==> config.mk <==
export PLATFORM = sky130hd
export DESIGN_NAME = execute_flat
export DESIGN_NICKNAME = d
export VERILOG_FILES = /design/src/rtl/exec_pkg.sv /design/src/rtl/exec_if.sv /design/src/rtl/exec_alu.sv /design/src/rtl/execute.sv /design/src/flat_wrapper.sv
export SDC_FILE = /design/constraint.sdc
export NUM_CORES = 1
export LEC_CHECK = 0
export CAP_MARGIN = 20
export CORE_UTILIZATION = 56
export CTS_CLUSTER_SIZE = 20
export DETAILED_ROUTE_END_ITERATION = 8
export HOLD_SLACK_MARGIN = 0.05
export PLACE_DENSITY = 0.86
export SYNTH_ARGS = -nofsm -noshare
export SYNTH_HDL_FRONTEND = slang
export SYNTH_SLANG_ARGS = --single-unit
==> constraint.sdc <==
create_clock -name clk -period 1.25 [get_ports clk]
set_clock_uncertainty 0.2 [all_clocks]
set_input_delay 0.25 -clock clk [delete_from_list [all_inputs] [get_ports clk]]
set_output_delay 0.25 -clock clk [all_outputs]
set_load 0.02 [all_outputs]
==> src/rtl/exec_pkg.sv <==
// exec_pkg: shared constants and bundles for the execute stage.
// funct3 codes, ctrl_i bit layout, reset PC and the output register bundle.
package exec_pkg;

  localparam int XLEN = 32;
  localparam logic [XLEN-1:0] RESET_PC = 32'h0000_0000;

  localparam logic [2:0] F3_ADD  = 3'b000;
  localparam logic [2:0] F3_SLL  = 3'b001;
  localparam logic [2:0] F3_SLT  = 3'b010;
  localparam logic [2:0] F3_SLTU = 3'b011;
  localparam logic [2:0] F3_XOR  = 3'b100;
  localparam logic [2:0] F3_SR   = 3'b101;
  localparam logic [2:0] F3_OR   = 3'b110;
  localparam logic [2:0] F3_AND  = 3'b111;

  localparam logic [2:0] BR_EQ  = 3'b000;
  localparam logic [2:0] BR_NE  = 3'b001;
  localparam logic [2:0] BR_LT  = 3'b100;
  localparam logic [2:0] BR_GE  = 3'b101;
  localparam logic [2:0] BR_LTU = 3'b110;
  localparam logic [2:0] BR_GEU = 3'b111;

  // Field order fixes the ctrl_i bit positions, MSB first.
  typedef struct packed {
    logic alu_src_imm;
    logic sub_sra;
    logic branch;
    logic jal;
    logic jalr;
    logic lui;
    logic auipc;
    logic mem_read;
    logic mem_write;
  } ctrl_t;

  typedef struct packed {
    logic [XLEN-1:0] pc;
    logic [XLEN-1:0] op1;
    logic [XLEN-1:0] op2;
    logic [XLEN-1:0] waddr;
    logic [XLEN-1:0] next_pc;
    logic [XLEN-1:0] result;
    logic [4:0]      dest;
    logic [1:0]      raddr;
    logic [2:0]      aluop;
    logic            branch_stall;
    logic            branch_taken;
    logic            mem_write;
    logic            alu_to_reg;
    logic            mem_to_reg;
  } ex_out_t;

endpackage

==> src/rtl/exec_if.sv <==
// exec_if: decode-to-execute inputs and execute-to-writeback outputs.
// master drives the decoded instruction, slave is the execute stage.
interface exec_if;
  import exec_pkg::*;

  logic            stall_read_i;
  logic            dec_valid_i;
  logic [XLEN-1:0] pc_i;
  logic [XLEN-1:0] rs1_data_i;
  logic [XLEN-1:0] rs2_data_i;
  logic [4:0]      rs1_sel_i;
  logic [4:0]      rs2_sel_i;
  logic [4:0]      dest_sel_i;
  logic [XLEN-1:0] imm_i;
  logic [2:0]      alu_op_i;
  logic [8:0]      ctrl_i;
  logic            reg_write_i;

  logic [XLEN-1:0] pc_o;
  logic [XLEN-1:0] alu_operand1_o;
  logic [XLEN-1:0] alu_operand2_o;
  logic [XLEN-1:0] write_address_o;
  logic [XLEN-1:0] next_pc_o;
  logic [XLEN-1:0] wb_result_o;
  logic            branch_stall_o;
  logic            branch_taken_o;
  logic            mem_write_o;
  logic            wb_alu_to_reg_o;
  logic            wb_mem_to_reg_o;
  logic            wb_branch_o;
  logic            wb_branch_nxt_o;
  logic [4:0]      wb_dest_reg_sel_o;
  logic [1:0]      wb_read_address_o;
  logic [2:0]      wb_alu_operation_o;

  modport master (
    output stall_read_i, dec_valid_i, pc_i,
    output rs1_data_i, rs2_data_i,
    output rs1_sel_i, rs2_sel_i, dest_sel_i,
    output imm_i, alu_op_i, ctrl_i, reg_write_i,
    input  pc_o, alu_operand1_o, alu_operand2_o,
    input  write_address_o, next_pc_o, wb_result_o,
    input  branch_stall_o, branch_taken_o, mem_write_o,
    input  wb_alu_to_reg_o, wb_mem_to_reg_o,
    input  wb_branch_o, wb_branch_nxt_o,
    input  wb_dest_reg_sel_o, wb_read_address_o,
    input  wb_alu_operation_o
  );

  modport slave (
    input  stall_read_i, dec_valid_i, pc_i,
    input  rs1_data_i, rs2_data_i,
    input  rs1_sel_i, rs2_sel_i, dest_sel_i,
    input  imm_i, alu_op_i, ctrl_i, reg_write_i,
    output pc_o, alu_operand1_o, alu_operand2_o,
    output write_address_o, next_pc_o, wb_result_o,
    output branch_stall_o, branch_taken_o, mem_write_o,
    output wb_alu_to_reg_o, wb_mem_to_reg_o,
    output wb_branch_o, wb_branch_nxt_o,
    output wb_dest_reg_sel_o, wb_read_address_o,
    output wb_alu_operation_o
  );
endinterface

==> src/rtl/exec_alu.sv <==
// exec_alu: combinational ALU and branch comparator for the execute stage.
// The comparator always compares rs1 against rs2, never the immediate.
module exec_alu
  import exec_pkg::*;
(
  input  logic [2:0]      op_i,
  input  logic            sub_sra_i,
  input  logic            use_imm_i,
  input  logic [XLEN-1:0] a_i,
  input  logic [XLEN-1:0] b_i,
  input  logic [XLEN-1:0] rs2_i,
  output logic [XLEN-1:0] res_o,
  output logic            cond_o
);

  logic [4:0] sh;
  logic       eq, lt, ltu;

  assign sh  = b_i[4:0];
  assign eq  = a_i == rs2_i;
  assign lt  = $signed(a_i) < $signed(rs2_i);
  assign ltu = a_i < rs2_i;

  always_comb begin
    res_o = '0;
    case (op_i)
      F3_ADD: begin
        if (sub_sra_i && !use_imm_i) res_o = a_i - b_i;
        else res_o = a_i + b_i;
      end
      F3_SLL:  res_o = a_i << sh;
      F3_SLT:  res_o = {31'b0, $signed(a_i) < $signed(b_i)};
      F3_SLTU: res_o = {31'b0, a_i < b_i};
      F3_XOR:  res_o = a_i ^ b_i;
      F3_SR: begin
        if (sub_sra_i) res_o = $signed(a_i) >>> sh;
        else res_o = a_i >> sh;
      end
      F3_OR:   res_o = a_i | b_i;
      F3_AND:  res_o = a_i & b_i;
    endcase
  end

  always_comb begin
    cond_o = 1'b0;
    case (op_i)
      BR_EQ:   cond_o = eq;
      BR_NE:   cond_o = !eq;
      BR_LT:   cond_o = lt;
      BR_GE:   cond_o = !lt;
      BR_LTU:  cond_o = ltu;
      BR_GEU:  cond_o = !ltu;
      default: cond_o = 1'b0;
    endcase
  end

endmodule

==> src/rtl/execute.sv <==
// execute: registered ALU/branch stage with one-cycle squash after taken branches.
// Define EXEC_FWD_EN to bypass the registered ALU result into the operands.
module execute
  import exec_pkg::*;
#(
  parameter logic [XLEN-1:0] RESET = RESET_PC
) (
  input logic   clk,
  input logic   reset,
  exec_if.slave bus
);

  ctrl_t           c;
  ex_out_t         out_d, out_q;
  logic [XLEN-1:0] rs1, rs2, op2, alu_res;
  logic [XLEN-1:0] pc4, pc_imm, ea;
  logic            cond, br_tk, live;

  assign c = ctrl_t'(bus.ctrl_i);

`ifdef EXEC_FWD_EN
  logic fwd1, fwd2;
  assign fwd1 = out_q.alu_to_reg && bus.rs1_sel_i != 5'd0
             && out_q.dest == bus.rs1_sel_i;
  assign fwd2 = out_q.alu_to_reg && bus.rs2_sel_i != 5'd0
             && out_q.dest == bus.rs2_sel_i;
  assign rs1  = fwd1 ? out_q.result : bus.rs1_data_i;
  assign rs2  = fwd2 ? out_q.result : bus.rs2_data_i;
`else
  logic unused_sel;
  assign unused_sel = ^{bus.rs1_sel_i, bus.rs2_sel_i};
  assign rs1 = bus.rs1_data_i;
  assign rs2 = bus.rs2_data_i;
`endif

  assign op2    = c.alu_src_imm ? bus.imm_i : rs2;
  assign pc4    = bus.pc_i + 32'd4;
  assign pc_imm = bus.pc_i + bus.imm_i;
  assign ea     = rs1 + bus.imm_i;
  assign br_tk  = c.branch & cond;
  // A taken branch last cycle squashes whatever is captured now.
  assign live   = bus.dec_valid_i & ~out_q.branch_taken;

  exec_alu u_alu (
    .op_i      (bus.alu_op_i),
    .sub_sra_i (c.sub_sra),
    .use_imm_i (c.alu_src_imm),
    .a_i       (rs1),
    .b_i       (op2),
    .rs2_i     (rs2),
    .res_o     (alu_res),
    .cond_o    (cond)
  );

  always_comb begin
    out_d         = '0;
    out_d.pc      = bus.pc_i;
    out_d.op1     = rs1;
    out_d.op2     = op2;
    out_d.waddr   = ea;
    out_d.raddr   = ea[1:0];
    out_d.aluop   = bus.alu_op_i;
    out_d.dest    = bus.dest_sel_i;
    out_d.next_pc = pc4;
    out_d.result  = alu_res;
    unique case (1'b1)
      c.jalr:       out_d.next_pc = ea & ~32'd1;
      c.jal, br_tk: out_d.next_pc = pc_imm;
      default:      out_d.next_pc = pc4;
    endcase
    unique case (1'b1)
      c.jal, c.jalr: out_d.result = pc4;
      c.lui:         out_d.result = bus.imm_i;
      c.auipc:       out_d.result = pc_imm;
      default:       out_d.result = alu_res;
    endcase
    out_d.branch_stall = out_q.branch_taken;
    out_d.branch_taken = live & (br_tk | c.jal | c.jalr);
    out_d.mem_write    = live & c.mem_write;
    out_d.mem_to_reg   = live & c.mem_read;
    out_d.alu_to_reg   = live & bus.reg_write_i & ~c.mem_read
                       & (bus.dest_sel_i != 5'd0);
  end

  always_ff @(posedge clk or negedge reset) begin
    if (!reset) begin
      out_q         <= '0;
      out_q.pc      <= RESET;
      out_q.next_pc <= RESET;
    end else if (!bus.stall_read_i) begin
      out_q <= out_d;
    end
  end

  assign bus.pc_o               = out_q.pc;
  assign bus.alu_operand1_o     = out_q.op1;
  assign bus.alu_operand2_o     = out_q.op2;
  assign bus.write_address_o    = out_q.waddr;
  assign bus.next_pc_o          = out_q.next_pc;
  assign bus.wb_result_o        = out_q.result;
  assign bus.branch_stall_o     = out_q.branch_stall;
  assign bus.branch_taken_o     = out_q.branch_taken;
  assign bus.mem_write_o        = out_q.mem_write;
  assign bus.wb_alu_to_reg_o    = out_q.alu_to_reg;
  assign bus.wb_mem_to_reg_o    = out_q.mem_to_reg;
  assign bus.wb_branch_o        = out_q.branch_taken;
  assign bus.wb_branch_nxt_o    = out_q.branch_stall;
  assign bus.wb_dest_reg_sel_o  = out_q.dest;
  assign bus.wb_read_address_o  = out_q.raddr;
  assign bus.wb_alu_operation_o = out_q.aluop;

endmodule

==> src/flat_wrapper.sv <==
// flat-port wrapper written by rule: the top's interface ports become plain ports
module execute_flat import exec_pkg::*;
#(
  parameter logic [XLEN-1:0] RESET = RESET_PC
)
  (clk, reset, bus_stall_read_i, bus_dec_valid_i, bus_pc_i, bus_rs1_data_i, bus_rs2_data_i, bus_rs1_sel_i, bus_rs2_sel_i, bus_dest_sel_i, bus_imm_i, bus_alu_op_i, bus_ctrl_i, bus_reg_write_i, bus_pc_o, bus_alu_operand1_o, bus_alu_operand2_o, bus_write_address_o, bus_next_pc_o, bus_wb_result_o, bus_branch_stall_o, bus_branch_taken_o, bus_mem_write_o, bus_wb_alu_to_reg_o, bus_wb_mem_to_reg_o, bus_wb_branch_o, bus_wb_branch_nxt_o, bus_wb_dest_reg_sel_o, bus_wb_read_address_o, bus_wb_alu_operation_o);
  exec_if bus_i ();
  input logic clk;
  input logic reset;
  input wire logic [$bits(bus_i.stall_read_i)-1:0] bus_stall_read_i;
  input wire logic [$bits(bus_i.dec_valid_i)-1:0] bus_dec_valid_i;
  input wire logic [$bits(bus_i.pc_i)-1:0] bus_pc_i;
  input wire logic [$bits(bus_i.rs1_data_i)-1:0] bus_rs1_data_i;
  input wire logic [$bits(bus_i.rs2_data_i)-1:0] bus_rs2_data_i;
  input wire logic [$bits(bus_i.rs1_sel_i)-1:0] bus_rs1_sel_i;
  input wire logic [$bits(bus_i.rs2_sel_i)-1:0] bus_rs2_sel_i;
  input wire logic [$bits(bus_i.dest_sel_i)-1:0] bus_dest_sel_i;
  input wire logic [$bits(bus_i.imm_i)-1:0] bus_imm_i;
  input wire logic [$bits(bus_i.alu_op_i)-1:0] bus_alu_op_i;
  input wire logic [$bits(bus_i.ctrl_i)-1:0] bus_ctrl_i;
  input wire logic [$bits(bus_i.reg_write_i)-1:0] bus_reg_write_i;
  output wire logic [$bits(bus_i.pc_o)-1:0] bus_pc_o;
  output wire logic [$bits(bus_i.alu_operand1_o)-1:0] bus_alu_operand1_o;
  output wire logic [$bits(bus_i.alu_operand2_o)-1:0] bus_alu_operand2_o;
  output wire logic [$bits(bus_i.write_address_o)-1:0] bus_write_address_o;
  output wire logic [$bits(bus_i.next_pc_o)-1:0] bus_next_pc_o;
  output wire logic [$bits(bus_i.wb_result_o)-1:0] bus_wb_result_o;
  output wire logic [$bits(bus_i.branch_stall_o)-1:0] bus_branch_stall_o;
  output wire logic [$bits(bus_i.branch_taken_o)-1:0] bus_branch_taken_o;
  output wire logic [$bits(bus_i.mem_write_o)-1:0] bus_mem_write_o;
  output wire logic [$bits(bus_i.wb_alu_to_reg_o)-1:0] bus_wb_alu_to_reg_o;
  output wire logic [$bits(bus_i.wb_mem_to_reg_o)-1:0] bus_wb_mem_to_reg_o;
  output wire logic [$bits(bus_i.wb_branch_o)-1:0] bus_wb_branch_o;
  output wire logic [$bits(bus_i.wb_branch_nxt_o)-1:0] bus_wb_branch_nxt_o;
  output wire logic [$bits(bus_i.wb_dest_reg_sel_o)-1:0] bus_wb_dest_reg_sel_o;
  output wire logic [$bits(bus_i.wb_read_address_o)-1:0] bus_wb_read_address_o;
  output wire logic [$bits(bus_i.wb_alu_operation_o)-1:0] bus_wb_alu_operation_o;
  assign bus_i.stall_read_i = bus_stall_read_i;
  assign bus_i.dec_valid_i = bus_dec_valid_i;
  assign bus_i.pc_i = bus_pc_i;
  assign bus_i.rs1_data_i = bus_rs1_data_i;
  assign bus_i.rs2_data_i = bus_rs2_data_i;
  assign bus_i.rs1_sel_i = bus_rs1_sel_i;
  assign bus_i.rs2_sel_i = bus_rs2_sel_i;
  assign bus_i.dest_sel_i = bus_dest_sel_i;
  assign bus_i.imm_i = bus_imm_i;
  assign bus_i.alu_op_i = bus_alu_op_i;
  assign bus_i.ctrl_i = bus_ctrl_i;
  assign bus_i.reg_write_i = bus_reg_write_i;
  assign bus_pc_o = bus_i.pc_o;
  assign bus_alu_operand1_o = bus_i.alu_operand1_o;
  assign bus_alu_operand2_o = bus_i.alu_operand2_o;
  assign bus_write_address_o = bus_i.write_address_o;
  assign bus_next_pc_o = bus_i.next_pc_o;
  assign bus_wb_result_o = bus_i.wb_result_o;
  assign bus_branch_stall_o = bus_i.branch_stall_o;
  assign bus_branch_taken_o = bus_i.branch_taken_o;
  assign bus_mem_write_o = bus_i.mem_write_o;
  assign bus_wb_alu_to_reg_o = bus_i.wb_alu_to_reg_o;
  assign bus_wb_mem_to_reg_o = bus_i.wb_mem_to_reg_o;
  assign bus_wb_branch_o = bus_i.wb_branch_o;
  assign bus_wb_branch_nxt_o = bus_i.wb_branch_nxt_o;
  assign bus_wb_dest_reg_sel_o = bus_i.wb_dest_reg_sel_o;
  assign bus_wb_read_address_o = bus_i.wb_read_address_o;
  assign bus_wb_alu_operation_o = bus_i.wb_alu_operation_o;
  execute #(.RESET(RESET)) u_core (.clk(clk), .reset(reset), .bus(bus_i));
endmodule
==> impl_metrics.toml, run 1 <==
[status]
status = "aborted with a tool error"
haltStage = "4_1_cts"
stop_error = "[ERROR DPL-0038] Utilization greater than 100%, impossible to legalize"

[synthesis]
synth_most_common_cell = "nand2_1"
async_flop_share = 1.00
synthTopCellsByArea = "dfrtp_1 (23%), ha_1 (12%), nand2_1 (5.2%)"
avgSynthCellArea_sq_um = 8.20
ys_seq_elements = 205
seq_area_frac_synth = 0.230
ys.flop_type = "dfrtp_1"
synth_cells = 2724
synth_nets = 3103
synthTopCellsByCount = "nand2_1 (310), a21oi_1 (218), ha_1 (215)"
synth_cell_types = 87
yosysTopAreaCell = "dfrtp_1"
synth_area_sq_mm = 0.0223
ys_warn_count = 0
synth_top_area_share = 0.230
synth_edf_count = 0

[die]
row_count = 72
initial_core_util = 0.573
ios = 369
dieHeight_microns = 202
fp.dieW_microns = 202

[placed_design]
hpwl_mm = 98.5
port_buffers = 358
place_area_sq_mm = 0.0337
dp_cells = 4313
place_congestion = 1.22

[cts]
postCtsSetupBuffers = 218
cts_hold_buf = 9
cts_max_path_buffers = 3
cts-root-buf = "clkbuf_16"
cts_resized = 2188
cts_sinks = 205
cts_inserted_buffers = 26
htree_levels = 1
## per-stage QoR
stage	setup WS [ns]	utilization	hold WS [ns]
after detailed placement	-3.20	0.863	-0.122
after global placement	-2.99	0.863	-0.120
after floorplan	-2.45	-	-0.246
## logic make-up after synthesis
logic type / count (synthesis) / synth area share
compound gates: 878 / 0.260
simple gates: 738 / 0.149
mux: 214 / 0.127
buf+inv: 346 / 0.0618
fa+ha+maj: 219 / 0.124
xor+xnor: 124 / 0.0486
flops: 205 / 0.230
==> run 2: changes to the inputs <==
Settings changed: CORE_UTILIZATION 56 to 40, CTS_CLUSTER_SIZE 20 to unset, HOLD_SLACK_MARGIN 0.05 to unset, PLACE_DENSITY 0.86 to unset, PLACE_DENSITY_LB_ADDON set to 0.15.
==> run 2 against run 1 <==
Effect of this change: area after synthesis did not move; synthesized cell count did not move; the flow now finishes, with violations (hold timing, setup timing).
==> impl_metrics.toml, run 2 <==
[critical_path]
crit_top_cell = "buf_4"
critical_path_arrival_ns = 3.63
slowest_delay_ns = 0.32
cp_top_family = "buffers and inverters"
worst_ep_required_time_ns = 1.58
cp_num_buf_inv = 9
crit_slowest_cell = "nor4_2"
r2r_slack_ns = -0.22
path_cells = "buf_12 -> buf_12 -> buf_4 -> nand2_1 -> buf_4 -> o21ai_4 -> inv_2 -> buf_4 -> ha_4 -> nand3_2 -> o211a_4 -> o22ai_4 -> o211ai_1 -> buf_4 -> nand4_1 -> a31oi_4 -> buf_6 -> buf_6 -> o21a_1 -> nor4_2 -> o21ai_2 -> a2bb2oi_2"
crit_type = "input port to flip-flop"
critPathMaxFanout = 6
start_kind = "input port"
crit_path_end_kind = "flip-flop"

[status]
status = "finished with violations"
violations = "hold timing, setup timing"

[drt]
wl_met3_mm = 18.6
vias_per_cell = 6.39
drc = 0
firstDrtPassIters = 8
met2WireLength_mm = 65.9
vias = 32100
wl_mm = 154
drtAntennaViolNets = 0
drtIter0Drc = 3907
routed.top_layer = "met5"
wl_per_cell_microns = 30.6
drt-met1-wl_mm = 53.0

[synthesis]
synth-simple-area-share = 0.149
yosysTopAreaCell = "dfrtp_1"
synth_edf_count = 0
synthAdderAreaFrac = 0.124
synthTopCellsByArea = "dfrtp_1 (23%), ha_1 (12%), nand2_1 (5.2%)"
synth_top_family_by_area = "compound AO/OA/AOI/OAI gates"
synth_nets = 3103
async_flop_share = 1.00
avgSynthCellArea_sq_um = 8.20
ys.flop_type = "dfrtp_1"
ys_warn_count = 0
synth_top_area_share = 0.230
synth_area_sq_mm = 0.0223
muxShareOfSynthArea = 0.127
seq_area_frac_synth = 0.230
synth_compound_area_frac = 0.260
synth_most_common_cell = "nand2_1"
synth-xor-area-share = 0.0486
synth_cells = 2724
synthTopCellsByCount = "nand2_1 (310), a21oi_1 (218), ha_1 (215)"
ys_seq_elements = 205
synth_cell_types = 87

[cts]
clock_latency_ns = 0.61
htree_levels = 1
cts-root-buf = "clkbuf_16"
clkTransAtPathRegs_ns = 0.07
cts_tree = "done"
cts_max_path_buffers = 3
cts_inserted_buffers = 27
cts_sinks = 205

[die]
fp.dieW_microns = 238
row_count = 86
dieHeight_microns = 238
ios = 369
core_sq_mm = 0.0552
dieArea_sq_mm = 0.0568
initial_core_util = 0.405

[finish]
synthToLayoutAreaGrowth_pct = 93.7
final_cell_mix = "buf_4 (1100), buf_6 (355), nand2_1 (254)"
final-instance-count-excl-fill = 5023
final_core_util = 0.784
nFillCells = 3379
nNetsFinal = 4633
design_area_sq_mm = 0.0433
regArea_sq_mm = 0.00515
final_common_cell = "buf_4"
multi_input_area_sq_mm = 0.0206
drive_gt1_frac = 0.557

[placed_design]
dp_cells = 4695
place_area_sq_mm = 0.0352
hpwl_mm = 107
pre_cts_ws_ns = -3.23
place_congestion = 1.13
port_buffers = 358

[power_and_ir_drop]
p_leak_nw = 19.8
ir_drop_uv = 1380
p_total_mw = 42.9
power_density_mw_per_mm2 = 991

[grt]
grt_pass1_wl_mm = 204
grt_usage = 0.487
grt_max_degree = 99
grt_antenna_before_repair = 3
grt_overflow = 0
grt_pass1_vias = 31100

[sta]
finalSetupViolations = 336
rsz0062_at_grt = "true"
post-route-period-util = 2.64
fmax_mhz = 303
setup_ws_ns = -2.05
tightestPinTransition_ns = 0.890
finalCriticalPeriod_ns = 3.30
hold_viol_final = 2
max-slew-margin-rel = 0.407
drv_slew = 0
timing.hold.ws_ns = -0.0444
fin_tns_setup_ns = -238.70

[hold_path]
hold_path.class = "input port to flip-flop"

[run]
maxCapViolCount = 0
-- run 2: kinds of logic (layout without fill, tap and decap cells) --
| group | Yosys count | count (layout) |
|---|---|---|
| and+or+nand+nor | 738 | 738 |
| other | 0 | 1 |
| AOI/OAI and AO/OA | 878 | 878 |
| buffers and inverters | 346 | 1896 |
| xor gates and xnor gates | 124 | 124 |
| muxes | 214 | 214 |
| DFF | 205 | 205 |
| adders and majority gates | 219 | 219 |
-- run 2: final timing paths --
check / to / start / cells past startpoint
max: u_core.bus.wb_result_o[29]$_DFFE_PN0N_ / bus_ctrl_i[8] / 22
max in group asynchronous: u_core.bus.wb_result_o[25]$_DFFE_PN0N_ / reset / 3
min: u_core.bus.wb_read_address_o[0]$_DFFE_PN0N_ / bus_rs1_data_i[0] / 4
min in group asynchronous: u_core.bus.next_pc_o[10]$_DFFE_PN0N_ / reset / 3
min reg2reg: u_core.bus.write_address_o[15]$_DFFE_PN0N_ / u_core.bus.write_address_o[15]$_DFFE_PN0N_ / 2
max reg2reg: u_core.bus.wb_alu_to_reg_o$_DFFE_PN0N_ / u_core.bus.branch_taken_o$_DFFE_PN0N_ / 6
-- run 2: area by class of cell --
type | instances | share of cell area
antenna | 1 | 0.0000578
clock buffer | 36 | 0.0175
clock inverter | 13 | 0.00347
inverter | 182 | 0.0173
multi-input combinational | 2173 | 0.476
sequential | 205 | 0.119
tap | 748 | 0.0216
timing repair buffer | 1665 | 0.345
-- run 2: worst min-delay path: cells and delay by family --
| kind | cells | cell delay [ns] |
|---|---|---|
| buffers and inverters | 2 | 0.19 |
| multiplexers | 1 | 0.15 |
| adder cells (fa/ha/maj) | 1 | 0.14 |
-- run 2: power by group --
group	internal, mW	total [mW]	switching, mW
Sequential	7.62	8.66	1.05
Combinational	12.5	25.8	13.3
Clock	4.72	8.39	3.67
Total	24.9	42.9	18.0
-- run 2: repair_timing --
action | CTS | global route
hold endpoints to repair | 208 | 13
pin swaps | 281 | 243
gates resized for setup | 2022 | 356
gates cloned | 9 | 2
setup buffers | 199 | 115
hold buffers | 5 | 6
setup endpoints to repair | 327 | 330
-- run 2: layer usage --
metal	up-vias	track usage
li1	13100	-
met1	15400	0.589
met2	2677	0.759
met3	985	0.109
met4	2	0.362
met5	-	0
Power figures use the tool's default switching activity.
